**src/rtl/alu_rr_scheduler.sv**
```systemverilog
// Round-robin scheduler that shares one ALU among NUM_REQ requesters.
// The result and flags are held in registers until the winning requester accepts them.

module rr_alu #(
  parameter int WIDTH = 8
) (
  input  logic [2:0]       i_op,
  input  logic [WIDTH-1:0] i_a,
  input  logic [WIDTH-1:0] i_b,
  output logic [WIDTH-1:0] o_y,
  output logic [3:0]       o_flags
);

  localparam logic [2:0] OP_ADD = 3'd0;
  localparam logic [2:0] OP_SUB = 3'd1;
  localparam logic [2:0] OP_AND = 3'd2;
  localparam logic [2:0] OP_OR  = 3'd3;
  localparam logic [2:0] OP_XOR = 3'd4;
  localparam logic [2:0] OP_SLL = 3'd5;
  localparam logic [2:0] OP_SRL = 3'd6;
  localparam logic [2:0] OP_SRA = 3'd7;

  localparam logic [WIDTH-1:0] SH_LIM = WIDTH'(WIDTH);

  logic [WIDTH:0] w_add;
  logic [WIDTH:0] w_sub;
  logic           w_sat;
  logic           w_ovf;
  logic           w_carry;

  assign w_add = {1'b0, i_a} + {1'b0, i_b};
  assign w_sub = {1'b0, i_a} - {1'b0, i_b};
  // Shift amounts of WIDTH or more saturate instead of wrapping.
  assign w_sat = (i_b >= SH_LIM);

  always_comb begin
    o_y     = '0;
    w_ovf   = 1'b0;
    w_carry = 1'b0;
    case (i_op)
      OP_ADD: begin
        o_y     = w_add[WIDTH-1:0];
        w_carry = w_add[WIDTH];
        w_ovf   = (i_a[WIDTH-1] == i_b[WIDTH-1]) && (w_add[WIDTH-1] != i_a[WIDTH-1]);
      end
      OP_SUB: begin
        o_y     = w_sub[WIDTH-1:0];
        w_carry = w_sub[WIDTH];
        w_ovf   = (i_a[WIDTH-1] != i_b[WIDTH-1]) && (w_sub[WIDTH-1] != i_a[WIDTH-1]);
      end
      OP_AND: o_y = i_a & i_b;
      OP_OR:  o_y = i_a | i_b;
      OP_XOR: o_y = i_a ^ i_b;
      OP_SLL: o_y = w_sat ? '0 : (i_a << i_b);
      OP_SRL: o_y = w_sat ? '0 : (i_a >> i_b);
      OP_SRA: o_y = w_sat ? {WIDTH{i_a[WIDTH-1]}} : $unsigned($signed(i_a) >>> i_b);
      default: o_y = '0;
    endcase
  end

  assign o_flags = {w_ovf, w_carry, (o_y == '0), o_y[WIDTH-1]};

endmodule

// state | meaning
// IDLE  | arbitrate; accept one command and latch its operands
// EXEC  | ALU runs on latched operands; capture result into response regs
// RESP  | hold response until i_rsp_ready, then count and return to IDLE
module alu_rr_scheduler #(
  parameter  int WIDTH   = 8,
  parameter  int NUM_REQ = 4,
  parameter  int CNT_W   = 16,
  localparam int ID_W    = (NUM_REQ > 1) ? $clog2(NUM_REQ) : 1
) (
  input  logic                     i_clk,
  input  logic                     i_rst,
  input  logic [NUM_REQ-1:0]       i_req_valid,
  output logic [NUM_REQ-1:0]       o_req_ready,
  input  logic [3*NUM_REQ-1:0]     i_req_op,
  input  logic [WIDTH*NUM_REQ-1:0] i_req_a,
  input  logic [WIDTH*NUM_REQ-1:0] i_req_b,
  output logic                     o_rsp_valid,
  input  logic                     i_rsp_ready,
  output logic [ID_W-1:0]          o_rsp_id,
  output logic [WIDTH-1:0]         o_rsp_y,
  output logic [3:0]               o_rsp_flags,
  output logic                     o_busy,
  output logic [CNT_W-1:0]         o_op_count
);

  localparam logic [1:0] S_IDLE = 2'd0;
  localparam logic [1:0] S_EXEC = 2'd1;
  localparam logic [1:0] S_RESP = 2'd2;

  logic [1:0]       r_state;
  logic [ID_W-1:0]  r_rr_last;
  logic [2:0]       r_op;
  logic [WIDTH-1:0] r_a;
  logic [WIDTH-1:0] r_b;
  logic [ID_W-1:0]  r_id;
  logic             r_rsp_valid;
  logic [ID_W-1:0]  r_rsp_id;
  logic [WIDTH-1:0] r_rsp_y;
  logic [3:0]       r_rsp_flags;
  logic [CNT_W-1:0] r_op_count;

  logic [2:0]         w_op_arr [NUM_REQ];
  logic [WIDTH-1:0]   w_a_arr  [NUM_REQ];
  logic [WIDTH-1:0]   w_b_arr  [NUM_REQ];
  logic [NUM_REQ-1:0] w_grant;
  logic [ID_W-1:0]    w_sel;
  logic [ID_W-1:0]    w_idx;
  logic               w_any;
  logic               w_xfer;
  logic [WIDTH-1:0]   w_alu_y;
  logic [3:0]         w_alu_flags;

  for (genvar g = 0; g < NUM_REQ; g++) begin : g_unpack
    assign w_op_arr[g] = i_req_op[3*g +: 3];
    assign w_a_arr[g]  = i_req_a[WIDTH*g +: WIDTH];
    assign w_b_arr[g]  = i_req_b[WIDTH*g +: WIDTH];
  end

  // Scan starts just after the last winner so every requester gets a turn.
  always_comb begin
    w_any   = 1'b0;
    w_sel   = '0;
    w_grant = '0;
    w_idx   = '0;
    for (int i = 1; i <= NUM_REQ; i++) begin
      w_idx = ID_W'((int'(r_rr_last) + i) % NUM_REQ);
      if (!w_any && i_req_valid[w_idx]) begin
        w_any          = 1'b1;
        w_sel          = w_idx;
        w_grant[w_idx] = 1'b1;
      end
    end
  end

  assign o_req_ready = ((r_state == S_IDLE) && !i_rst) ? w_grant : '0;
  assign w_xfer      = |(i_req_valid & o_req_ready);

  rr_alu #(
    .WIDTH (WIDTH)
  ) u_alu (
    .i_op    (r_op),
    .i_a     (r_a),
    .i_b     (r_b),
    .o_y     (w_alu_y),
    .o_flags (w_alu_flags)
  );

  always_ff @(posedge i_clk) begin
    if (i_rst) begin
      r_state     <= S_IDLE;
      r_rr_last   <= ID_W'(NUM_REQ - 1);
      r_op        <= '0;
      r_a         <= '0;
      r_b         <= '0;
      r_id        <= '0;
      r_rsp_valid <= 1'b0;
      r_rsp_id    <= '0;
      r_rsp_y     <= '0;
      r_rsp_flags <= '0;
      r_op_count  <= '0;
    end else begin
      case (r_state)
        S_IDLE: begin
          if (w_xfer) begin
            r_op      <= w_op_arr[w_sel];
            r_a       <= w_a_arr[w_sel];
            r_b       <= w_b_arr[w_sel];
            r_id      <= w_sel;
            r_rr_last <= w_sel;
            r_state   <= S_EXEC;
          end
        end
        S_EXEC: begin
          r_rsp_y     <= w_alu_y;
          r_rsp_flags <= w_alu_flags;
          r_rsp_id    <= r_id;
          r_rsp_valid <= 1'b1;
          r_state     <= S_RESP;
        end
        S_RESP: begin
          if (i_rsp_ready) begin
            r_rsp_valid <= 1'b0;
            r_op_count  <= r_op_count + CNT_W'(1);
            r_state     <= S_IDLE;
          end
        end
        default: r_state <= S_IDLE;
      endcase
    end
  end

  assign o_rsp_valid = r_rsp_valid;
  assign o_rsp_id    = r_rsp_id;
  assign o_rsp_y     = r_rsp_y;
  assign o_rsp_flags = r_rsp_flags;
  assign o_busy      = (r_state != S_IDLE);
  assign o_op_count  = r_op_count;

endmodule
```
**config.mk**
```make
export PLATFORM = sky130hd
export DESIGN_NAME = alu_rr_scheduler
export DESIGN_NICKNAME = d
export VERILOG_FILES = /design/src/rtl/alu_rr_scheduler.sv
export SDC_FILE = /design/constraint.sdc
export NUM_CORES = 1
export LEC_CHECK = 0
export ABC_AREA = 1
export BUFFER_PORTS_ARGS = -buffer_cell sky130_fd_sc_hd__buf_4
export CAP_MARGIN = 0
export CORE_UTILIZATION = 42
export DETAILED_ROUTE_END_ITERATION = 10
export GPL_ROUTABILITY_DRIVEN = 0
export SLEW_MARGIN = 20
export SYNTH_ARGS = -nofsm -noshare
export SYNTH_HDL_FRONTEND = slang
export SYNTH_HIERARCHICAL = 1
export SYNTH_SLANG_ARGS = --single-unit
export TNS_END_PERCENT = 30
```
**constraint.sdc**
```tcl
create_clock -name i_clk -period 2.6 [get_ports i_clk]
set_input_delay 0.39 -clock i_clk [delete_from_list [all_inputs] [get_ports i_clk]]
set_output_delay 0.39 -clock i_clk [all_outputs]
set_load 0.02 [all_outputs]
```
Yosys cells after proc, flatten, opt, wreduce, memory -nomap -nowiden:

Cells that the tools add are included.

* bits of input ports: 83
* bits in registers: 56
* word-level logic and storage cells: 126
* output and inout bits: 36

* bitwise gates (word level): 8
* muxes and demuxes: 48
* $lt $le $gt $ge: 10
* equal/unequal tests: 15
* add/subtract/negate cells: 7
* shifts and indexed selects: 3
* reductions and logical operators: 24

Operators with widths (count)
* $pmux 8 s8: 1
* $mux 8: 7
* $bmux 8 s2: 2
* $mux 4: 5
* $add 16x1->16 const B: 1
* $eq 3x3->1 const B: 4
* $lt 2x3->1 const B: 4
* $mux 1: 12
* $mux 2: 6
* $or 4x4->4: 3
* $logic_and 1x1->1: 10
* $add 8x8->9: 1
* $sub 8x8->9: 1
* $and 8x8->8: 1
* $bmux 1 s2: 4
* $demux 1 s2: 4
* $ge 2x1->1 const B: 4
* $ge 8x4->1 const B: 1
* $logic_not 8->1: 1
* $or 8x8->8: 1
* $reduce_and 2->1: 4
* $shl 8x8->8: 1
* $shr 8x8->8: 1
* $sshr 8x8->8: 1
* 22 further kinds: 35

Logic depth before layout (Yosys ltp):

Gate-level depths: netlist (run 1).

* depth in word-level cells: 18
* mapped depth: 22
* mapped depth without buffers: 21

Hierarchy:

The synthesis (run 1) kept the hierarchy.

Modules (own cells, without submodules)
* alu_rr_scheduler: sequential area each 1121.1 µm², instances 1, area an instance 3409.5 µm², cells an instance 523
* rr_alu: sequential area each 0.0 µm², instances 1, area an instance 2097.0 µm², cells an instance 398

Worst setup path after synthesis (run 1):

No wires, ideal clock.

* path type: register to register
* from: register r_b[2]
* to: register r_rsp_flags[3], in the netlist o_rsp_flags[3]
* period minus slack after synthesis: 2.357 ns
* cell stages (with the launch flop): 16
* setup slack: 0.243 ns
* data arrival time: 2.292 ns
* required time: 2.535 ns
* setup time: 0.065 ns
* cells stage by stage: dfxtp_1 buf_2 inv_1 buf_2 ha_1 buf_2 a21oi_1 nand2_1 nand2_1 nand3_1 xor2_1 xor2_1 o31ai_1 buf_4 nor2_1 nor2_1

* word-level cells in the longest chain between the ends: 4
* elaborated cells between the ends (all ways): 7
* those cells by class: add/sub (2); eq/ne (2); mux (1); reduce/logical (2)

Ends and longest elaborated chain
* start, declared: RTL line 99 `logic [WIDTH-1:0] r_b;`
* start signal, assigned: RTL line 172 `r_b <= w_b_arr[w_sel];`
* $sub 8x8->9 or $add 8x8->9 (tied branches): RTL line 32, 31
* $ne 1x1->1 (on tied branches): RTL line 49, 44
* $logic_and 1x1->1 (on tied branches): RTL line 49, 44
* $pmux 1 s2 *: RTL line 40 `case (i_op)`
* via u_alu.w_ovf: RTL line 28 `logic w_ovf;`
* end signal, assigned: RTL line 180 `r_rsp_flags <= w_alu_flags;`
* end, declared: RTL line 104 `logic [3:0] r_rsp_flags;`

The timed path passes the listed nets; every way through them passes the cells marked *.
A chain may end at the register's enable or synchronous reset.

Worst setup path in the final report (run 1):

* from: register r_b[3]
* to: register r_rsp_flags[1], in the netlist o_rsp_flags[1]

* word-level cells in the longest chain between the ends: 4
* elaborated cells between the ends (all ways): 14
* those cells by class: add/sub (2); order compare (1); shift (3); mux (4); bitwise (3); reduce/logical (1)

Ends and longest elaborated chain
* $ge 8x4->1 (tied with other cells): RTL line 34 `assign w_sat = (i_b >= SH_LIM);`
* $mux 8 (on tied branches): RTL line 56, 54, 55
* $pmux 8 s8 *: RTL line 40
* $logic_not 8->1 *: RTL line 61 `assign o_flags = {w_ovf, w_carry, (o_y == '0), o_y[WIDTH-1]};`
* via w_alu_flags[1]: RTL line 116 `logic [3:0] w_alu_flags;`

Marked as above.

==> flow_metrics.tcl, run 1 <==
set metrics [dict create \
    wl_per_cell_um 13.3 \
    initial_utilization_pct 43.3 \
    combinationalPowerShare_pct 77.3 \
    synth_nets 1039 \
    instances_no_fill 1212 \
    min_period_ns 2.40 \
    fmax_ghz 0.417 \
    synthTopCellsByCount "nand2_1 (207), nor2_1 (152), nand3_1 (104)" \
    cts-root-buf "clkbuf_16" \
    synth_flop_cell "dfxtp_1" \
    hp-class "input pin to flop" \
    cp_num_buf_inv 3 \
    fin_nets 1157 \
    max-clock-path-buffers 2 \
    grt_max_degree 43 \
    rsz0062_at_grt "yes" \
    wl_met3_um 1110 \
    syn_inst 921 \
    die_w_um 117 \
    yosysMostFrequentCell "nand2_1" \
    drt-met1-wl_um 7780 \
    dp_cells 1200 \
    port_buffers 118 \
    synth_area_leaders "dfxtp_1 (20%), nand2_1 (14%), nor2_1 (10%)" \
    grt_first_pass_wirelength_um 26600 \
    synth_edf_count 0 \
    cp.depth 16 \
    antenna_cells 0 \
    p_switching_mw 4.83 \
    worstMarginPinSlew_ns 0.786 \
    clock_power_share_pct 7.9 \
    vias 6137 \
    path_cells "inv_1 > ha_2 > inv_1 > a21oi_2 > nand3_1 > nand3_1 > nand3_1 > a21oi_1 > nand3_1 > nand2_1 > nand2_1 > inv_1 > nand2_1 > nor2_1 > nor2_1 > nor2_1" \
    critPathSlowestCell "ha_2" \
    post-route-worst-setup-slack_ns 0.200 \
    grt_overflow 0 \
    ys_warn_count 6 \
    power.share.switching_pct 55.1 \
    netlist.area_leader.share_pct 20.4 \
    status "completed" \
    rows 41 \
    antenna_found_initial 0 \
    die_h_um 117 \
    arrival_ns 2.64 \
    crit_family "simple AND/OR/NAND/NOR gates" \
    synth.largest_area_cell "dfxtp_1" \
    cts_tree "built" \
    cts_hold_buf 0 \
    synth_seq_cells 56 \
    drv_slew 0 \
    wl_met2_um 6880 \
    powerDensity_nw_per_um2 1280 \
    grt_pass1_vias 5563 \
    ctsHtreeMaxLevel 2 \
    cp.required_ns 2.84 \
    viasPerCell 5.06 \
    ys_types 45 \
    syn_area_per_cell_um2 5.98 \
    synthArstFlopShare_pct 0 \
    routed_wl_um 16100 \
    track_usage_pct 24.5 \
    syn_to_final_growth_pct 23.7 \
    cts.sinks 56 \
    die_area_um2 13600 \
    r2r_cells 16 \
    whs_ns 0.383 \
    worstSetupPathType "flop to flop" \
    seq_power_share_pct 14.8 \
    drc 0 \
    layout-drive-gt1-share_pct 21.4 \
    rr_startpoint "r_b[3]" \
    period_share_pct 92.3 \
    ir_worst_vdd_uv 635 \
    worst_setup_path_start_kind "flop" \
    slew_headroom_pct 47.4 \
    drv_cap 0 \
    finClkSkew_ns 0.00637 \
    critPathMaxFanout 7 \
    r2r_end "o_rsp_flags[1]" \
    cts.clk_slew.worst_paths_ns 0.08 \
    drtIter0Drc 449 \
    syn_area_um2 5510 \
    seq_area_frac_synth_pct 20.4 \
    crit_start "r_b[3]" \
    endpoint "o_rsp_flags[1]" \
    clock_latency_ns 0.30 \
    end_kind "flop" \
    fin_tns_setup_ns 0 \
    dr.pass1.iters 5 \
    rrSetupSlack_ns 0.20 \
    detail-route-antenna-nets 0 \
    p_leak_nw 3.41 \
    pre_cts_ws_ns 0.0690 \
    cp_common_cell "nand3_1" \
    slowest_delay_ns 0.41 \
    finalHoldViolCount 0 \
    p_int_mw 3.93 \
    routed.top_layer "met4" \
    ios 119 \
    finalSetupViolCount 0 \
    dp_hpwl_um 12800 \
    hp-start "i_rsp_ready" \
    fp.coreArea_um2 12700 \
    cts_buffers 5 \
]
[through the flow]
step	area [um^2]	power (mW)	utilization (%)
2_1_floorplan	5510	6.35	-
3_3_place_gp	6600	7.91	51.9
3_5_place_dp	6600	7.87	51.9
4_1_cts	6750	8.60	53.1
5_1_grt	6810	9.73	53.6
6_report	6810	8.75	53.6
[state kept, by name, summed over array words and instances (netlist names)]
name / flops
o_op_count: 16
o_rsp_flags: 4
o_rsp_id: 2
o_rsp_valid: 1
o_rsp_y: 8
r_a: 8
r_b: 8
r_id: 2
r_op: 3
r_rr_last: 2
r_state: 2
[worst min-delay path by stage]
stage               cells after the start  slack (ns)             end
floorplan                               2        0.44         r_id[0]
global placement                        2        0.46         r_id[0]
detailed placement                      2        0.46         r_id[0]
CTS                                     3        0.38      r_state[1]
global route                            2        0.39  o_op_count[14]
finish                                  3        0.38      r_state[1]
[timing repair]
item                       CTS  global route
setup endpoints to repair    0            15
gates resized for setup      0            11
setup buffers                0             4
[placed cells by master (no fill, tap or decap), drive strengths merged]
master / Yosys / routed
nor2: 163 / 163
xnor2: 2 / 2
clkbuf: 10 / 5
nand3: 111 / 111
or2: 20 / 20
buf: 30 / 151
xor2: 5 / 5
a21oi: 39 / 39
fa: 2 / 2
nor3: 10 / 10
nand4: 12 / 12
a21boi: 5 / 5
nor3b: 1 / 1
o211ai: 20 / 20
o221ai: 1 / 1
dfxtp: 56 / 56
clkinv: 1 / 1
o2111ai: 3 / 3
o22ai: 2 / 2
o31ai: 1 / 1
o21ai: 55 / 55
a21o: 1 / 1
a31oi: 2 / 2
clkinvlp: 0 / 3
o21a: 3 / 3
nand2: 222 / 222
ha: 33 / 33
inv: 106 / 106
nand3b: 4 / 4
and3: 1 / 1
[cells by family after synthesis]
logic type	after synthesis	share of synthesized area [%]
AOI/OAI and AO/OA	132	13.8
buffers and inverters	147	12.0
DFF	56	20.4
xor gates and xnor gates	7	1.11
and+or+nand+nor	544	44.5
adders and majority gates	35	8.23
[per-layer routing]
layer | vias up | GRT usage [%]
met5 | - | 0
met4 | 0 | 7.18
met3 | 25 | 3.17
met2 | 258 | 37.2
met1 | 2652 | 35.7
li1 | 3202 | -
[tightest hold or removal path, delay by kind of cell]
family,cells,cell delay (ns)
AO/OA/AOI/OAI,1,0.06
AND/OR/NAND/NOR,1,0.10
buffers and inverters,1,0.09
[layout make-up]
type                       count  area, um^2
fill                        1316        5910
multi-input combinational    718        3750
timing repair buffer         151        1160
sequential                    56        1130
inverter                     107         412
tap                          172         215
clock buffer                   5         125
clock inverter                 3        26.3
[power by group through the flow]
stage / Combinational (mW) / Clock (mW) / Sequential, mW
floorplan: 4.99 / 0 / 1.36
global placement: 6.60 / 0 / 1.31
detailed placement: 6.56 / 0 / 1.31
CTS: 6.59 / 0.718 / 1.29
global route: 7.65 / 0.752 / 1.33
finish: 6.76 / 0.692 / 1.30
No activity file was read; power rests on OpenSTA's default activity.
==> run 2: changes to the inputs <==
--- a/config.mk
+++ b/config.mk
@@ -8,12 +8,13 @@
 export ABC_AREA = 1
 export BUFFER_PORTS_ARGS = -buffer_cell sky130_fd_sc_hd__buf_4
 export CAP_MARGIN = 0
-export CORE_UTILIZATION = 42
+export CORE_ASPECT_RATIO = 1.5
+export CORE_UTILIZATION = 45
 export DETAILED_ROUTE_END_ITERATION = 10
 export GPL_ROUTABILITY_DRIVEN = 0
+export PLACE_DENSITY = 0.68
 export SLEW_MARGIN = 20
 export SYNTH_ARGS = -nofsm -noshare
 export SYNTH_HDL_FRONTEND = slang
-export SYNTH_HIERARCHICAL = 1
 export SYNTH_SLANG_ARGS = --single-unit
 export TNS_END_PERCENT = 30
==> run 2 against run 1 <==
Net effect:
- critical path depth did not move
- clock skew grew 0.0017 ns
- worst setup slack lost 0.037 ns
- area after synthesis fell by 1.3%
- sequential cell count is 1 lower
- critical path type unchanged
- cell count is 4.3% lower
- maximum frequency shrank 1.5%
- sequential power down 12%
- non-clock buffer count shrank 4
- sequential share of layout area is 0.15 points lower
- wire length shrank 2.8%
- critical endpoint unchanged
==> flow_metrics.tcl, run 2 <==
set metrics [dict create \
    die_area_um2 12500 \
    whs_endpoint "r_state[1]" \
    cp_num_buf_inv 2 \
    r2r_cells 16 \
    fin_area_um2 6720 \
    finalHoldViolCount 0 \
    grt_pass1_vias 5732 \
    dr.pass1.iters 5 \
    cts.clk_slew.worst_paths_ns 0.07 \
    total_power_mw 6.20 \
    ios 119 \
    synth_area_leaders "dfxtp_1 (20%), nand2_1 (16%), inv_1 (8.1%)" \
    end_kind "flop" \
    min_period_ns 2.44 \
    r2r_end "o_rsp_flags[1]" \
    finalSetupViolCount 0 \
    viasPerCell 5.16 \
    cts_setup_buffers 0 \
    dp_hpwl_um 12600 \
    hp-start "i_rsp_ready" \
    synthArstFlopShare_pct 0 \
    yosysMostFrequentCell "nand2_1" \
    drt-met1-wl_um 6480 \
    placed_area_um2 6540 \
    arrival_ns 2.66 \
    grt_max_degree 31 \
    min_path_cells 3 \
    drv_cap 0 \
    largest_reg_flops 16 \
    crit_family "simple AND/OR/NAND/NOR gates" \
    syn_inst 894 \
    max-clock-path-buffers 2 \
    wl_met2_um 7690 \
    drtIter0Drc 309 \
    postCtsResizedCells 0 \
    cts_hold_buf 0 \
    fin_nets 1127 \
    fin_tns_setup_ns 0 \
    grt_overflow 0 \
    detail-route-antenna-nets 0 \
    track_usage_pct 25.7 \
    antenna_cells 0 \
    layout-drive-gt1-share_pct 21.4 \
    p_leak_nw 3.40 \
    synth.largest_area_cell "dfxtp_1" \
    hp-class "input pin to flop" \
    pre_cts_ws_ns 0.105 \
    die_h_um 137 \
    clock_latency_ns 0.30 \
    rows 48 \
    rsz0062_at_grt "yes" \
    worstMarginPinSlew_ns 0.557 \
    cp_common_cell "nand2_1" \
    fmax_ghz 0.410 \
    finClkSkew_ns 0.00805 \
    worst_setup_path_start_kind "flop" \
    ir_worst_vdd_uv 713 \
    layout_common_cells "nand2_1 (234), buf_4 (144), inv_1 (117)" \
    critPathMaxFanout 5 \
    cp.required_ns 2.83 \
    worstSetupPathType "flop to flop" \
    vias 5991 \
    ctsHtreeMaxLevel 2 \
    drv_slew 0 \
    cts-root-buf "clkbuf_16" \
    seq_area_frac_synth_pct 20.3 \
    syn_to_final_growth_pct 23.5 \
    final_util_pct 57.6 \
    cts_tree "built" \
    cts.sinks 55 \
    wl_met3_um 650 \
    synth_seq_cells 55 \
    cts_buffers 5 \
    grt_first_pass_wirelength_um 26200 \
    syn_area_um2 5440 \
    critPathSlowestCell "fa_2" \
    routed.top_layer "met4" \
    drc 0 \
    status "completed" \
    die_w_um 91.7 \
    routed_wl_um 15700 \
    wl_per_cell_um 13.5 \
    period_share_pct 93.7 \
    netlist.area_leader.share_pct 20.3 \
    synth_nets 1012 \
    ys_warn_count 0 \
    ys_types 40 \
    rrSetupSlack_ns 0.16 \
    synth_edf_count 0 \
    synth_flop_cell "dfxtp_1" \
    slowest_delay_ns 0.38 \
    syn_area_per_cell_um2 6.08 \
    slew_headroom_pct 62.8 \
    rr_startpoint "r_a[0]" \
    port_buffers 118 \
    synthTopCellsByCount "nand2_1 (234), inv_1 (117), nor2_1 (110)" \
    powerDensity_nw_per_um2 923 \
    post-route-worst-setup-slack_ns 0.164 \
    path_cells "inv_1 > ha_1 > inv_1 > fa_2 > or2_2 > nand3_1 > o21ai_0 > nor2_1 > nand2_1 > nor2_1 > nand2_1 > nand2_1 > nand2_1 > nor2_1 > nand3_1 > a21oi_1" \
    final_common_cell "nand2_1" \
    antenna_found_initial 0 \
    fp.coreArea_um2 11700 \
    initial_utilization_pct 46.7 \
]
[run 2: area by class of cell]
cell class | instances | area, um^2
tap | 150 | 188
multi-input combinational | 676 | 3660
sequential | 55 | 1100
clock buffer | 5 | 125
fill | 1211 | 4930
inverter | 124 | 470
clock inverter | 3 | 27.5
timing repair buffer | 147 | 1140
[run 2: report_power, final]
part	total, mW	internal (mW)	leakage (nW)	switching (mW)
registers	1.15	1.01	0.449	0.136
logic	4.36	1.60	2.88	2.76
clock network	0.693	0.366	0.0719	0.327
[run 2: logic make-up (layout without fill, tap and decap cells)]
logic type	Yosys count	in the layout	synth area share, %
adder cells (fa/ha/maj)	35	35	8.33
XOR/XNOR	6	6	0.967
AO/OA/AOI/OAI	147	147	18.9
flip-flops	55	55	20.3
buffers and inverters	163	279	12.7
AND/OR/NAND/NOR	488	488	38.8
[run 2: routing by layer]
layer	up-vias	global-route usage (%)
met5	-	0
met3	60	2.89
met1	2618	29.9
met2	192	45.7
met4	0	14.2
li1	3121	-
[run 2: worst register-to-register path, stage by stage (launching register included)]
cell	delay, ns
dfxtp_1	0.37
inv_1	0.10
ha_1	0.14
inv_1	0.08
fa_2	0.38
or2_2	0.30
nand3_1	0.08
o21ai_0	0.08
nor2_1	0.14
nand2_1	0.09
nor2_1	0.10
nand2_1	0.05
nand2_1	0.08
nand2_1	0.05
nor2_1	0.10
nand3_1	0.09
a21oi_1	0.13
[run 2: stage by stage]
stage          hold slack [ns]  cells
2_1_floorplan            0.444    894
3_3_place_gp             0.455   1152
3_5_place_dp             0.455   1152
4_1_cts                  0.366   1160
5_1_grt                  0.382   1160
6_report                 0.368   1160
[run 2: worst max path at each step]
stage / depth (start not counted) / startpoint / to / slack [ns]
after floorplan: 16 / r_b[1] / o_rsp_flags[1] / 0.12
after global placement: 15 / r_b[0] / o_rsp_flags[1] / 0.12
after detailed placement: 15 / r_b[0] / o_rsp_flags[1] / 0.10
after CTS: 15 / r_b[0] / o_rsp_flags[1] / 0.08
after global routing: 16 / r_a[0] / o_rsp_flags[1] / -0.05
final: 16 / r_a[0] / o_rsp_flags[1] / 0.16
==> run 3: changes to the inputs <==
--- a/config.mk
+++ b/config.mk
@@ -7,12 +7,13 @@
 export LEC_CHECK = 0
 export ABC_AREA = 1
 export BUFFER_PORTS_ARGS = -buffer_cell sky130_fd_sc_hd__buf_4
-export CAP_MARGIN = 0
+export CAP_MARGIN = 20
 export CORE_ASPECT_RATIO = 1.5
 export CORE_UTILIZATION = 45
 export DETAILED_ROUTE_END_ITERATION = 10
 export GPL_ROUTABILITY_DRIVEN = 0
 export PLACE_DENSITY = 0.68
+export REMOVE_ABC_BUFFERS = 1
 export SLEW_MARGIN = 20
 export SYNTH_ARGS = -nofsm -noshare
 export SYNTH_HDL_FRONTEND = slang
==> run 3 against run 2 <==
Net effect:
- cell area increased by 1.3%
- count of clock-buffer cells in the layout unchanged
- via count increased by 1.7%
- sequential share of layout area decreased by 0.16 points
- largest cell class unchanged
- sequential cell count unchanged
- register-to-register slack improved by 0.096 ns
- hold slack improved by 0.0075 ns
==> flow_metrics.tcl, run 3 (synthesis results as in run 2) <==
set metrics [dict create \
    status "completed" \
    ctsHtreeMaxLevel 2 \
    grt_overflow 0 \
    instances_no_fill 1169 \
    powerDensity_nw_per_um2 934 \
    clock_latency_ns 0.30 \
    vias 6090 \
    drt-met1-wl_um 6520 \
    drtIter0Drc 303 \
    post-route-worst-setup-slack_ns 0.175 \
    cp.required_ns 2.21 \
    viasPerCell 5.21 \
    combinationalPowerShare_pct 71.0 \
    syn_to_final_growth_pct 25.2 \
    fin_nets 1136 \
    cts.clk_slew.worst_paths_ns 0.07 \
    layout_common_cells "nand2_1 (234), buf_4 (152), inv_1 (117)" \
    dr.pass1.iters 5 \
    fmax_ghz 0.412 \
    ir_worst_vdd_uv 662 \
    finalSetupViolCount 0 \
    wl_met3_um 585 \
    end_kind "output port" \
    arrival_ns 2.04 \
    track_usage_pct 25.5 \
    die_h_um 137 \
    worstMarginPinSlew_ns 0.468 \
    p_switching_mw 3.26 \
    min_period_ns 2.43 \
    rsz0062_at_grt "no" \
    dp_cells 1160 \
    rows 48 \
    die_w_um 91.7 \
    max-clock-path-buffers 2 \
    port_buffers 118 \
    cts_buffers 5 \
    cts.sinks 55 \
    whs_ns 0.376 \
    layout-drive-gt1-share_pct 22.4 \
    die_area_um2 12500 \
    dp_hpwl_um 12700 \
    seq_power_share_pct 18.1 \
    worstSetupPathType "flop to output port" \
    ios 119 \
    final_common_cell "nand2_1" \
    slew_headroom_pct 68.7 \
    antenna_cells 0 \
    multi_input_area_um2 3660 \
    grt_first_pass_wirelength_um 26100 \
    grt_max_degree 46 \
    routed_wl_um 15800 \
    antenna_found_initial 0 \
    power.share.switching_pct 51.3 \
    grt_pass1_vias 5787 \
    critPathMaxFanout 8 \
    fillers 1221 \
    initial_utilization_pct 46.7 \
    r2r_cells 16 \
    detail-route-antenna-nets 0 \
    hp-class "input pin to flop" \
    worst_setup_path_start_kind "flop" \
    drv_cap 0 \
    wl_met2_um 7830 \
    final_util_pct 58.4 \
    ff_latch_area_um2 1100 \
    p_leak_nw 3.45 \
    rrSetupSlack_ns 0.26 \
    p_int_mw 3.10 \
    placed_area_um2 6600 \
    largest_reg_flops 16 \
    finalHoldViolCount 0 \
    cts_tree "built" \
    finClkSkew_ns 0.00757 \
    routed.top_layer "met4" \
    min_path_cells 3 \
    fp.coreArea_um2 11700 \
    clock_power_share_pct 11.0 \
    fin_area_um2 6810 \
    cts-root-buf "clkbuf_16" \
    cts_setup_buffers 0 \
    drc 0 \
    wl_per_cell_um 13.5 \
    pre_cts_ws_ns 0.145 \
    drv_slew 0 \
    period_share_pct 93.3 \
]
[run 3: final timing paths]
kind | startpoint | end
min | i_rsp_ready | r_state[1]
min reg2reg | o_rsp_valid | o_rsp_valid
max reg2reg | r_rr_last[0] | r_b[1]
max | r_rr_last[0] | o_req_ready[0]
[run 3: power by group through the flow]
stage / sequential (mW) / combinational [mW] / clock (mW)
floorplan: 1.27 / 2.85 / 0
global placement: 1.16 / 4.37 / 0
detailed placement: 1.16 / 4.41 / 0
CTS: 1.15 / 4.42 / 0.718
global route: 1.17 / 5.05 / 0.744
finish: 1.15 / 4.51 / 0.696
[run 3: metrics by stage]
| step | total power [mW] | setup TNS [ns] |
|---|---|---|
| floorplan | 4.13 | -10.96 |
| global placement | 5.53 | 0 |
| detailed placement | 5.57 | 0 |
| CTS | 6.28 | 0 |
| global route | 6.96 | 0 |
| finish | 6.36 | 0 |
[run 3: repair_timing]
item                       in CTS  in global routing
setup endpoints to repair       0                 25
hold buffers                    0                  0
resized for setup               0                  7
[run 3: area by class of cell]
type | count | share of cell area [%]
Clock buffer | 5 | 1.84
Clock inverter | 3 | 0.404
Inverter | 124 | 6.91
Multi-Input combinational cell | 676 | 53.8
Sequential cell | 55 | 16.2
Tap cell | 150 | 2.76
Timing Repair Buffer | 156 | 18.0
[run 3: worst max-delay path, cell delays in order (launching register included)]
cell	delay (ns)
dfxtp_1	0.35
inv_2	0.10
ha_4	0.29
inv_1	0.07
nand2_2	0.09
nand2_4	0.09
nor2_4	0.13
inv_2	0.07
nor2_8	0.12
nand2_1	0.08
nand3_1	0.10
nand2_1	0.06
inv_1	0.07
buf_4	0.13
[run 3: layer usage]
metal	GRT usage, %	vias up
met5	0	-
met4	15.0	0
met3	3.22	62
met2	45.9	183
met1	28.7	2699
li1	-	3146
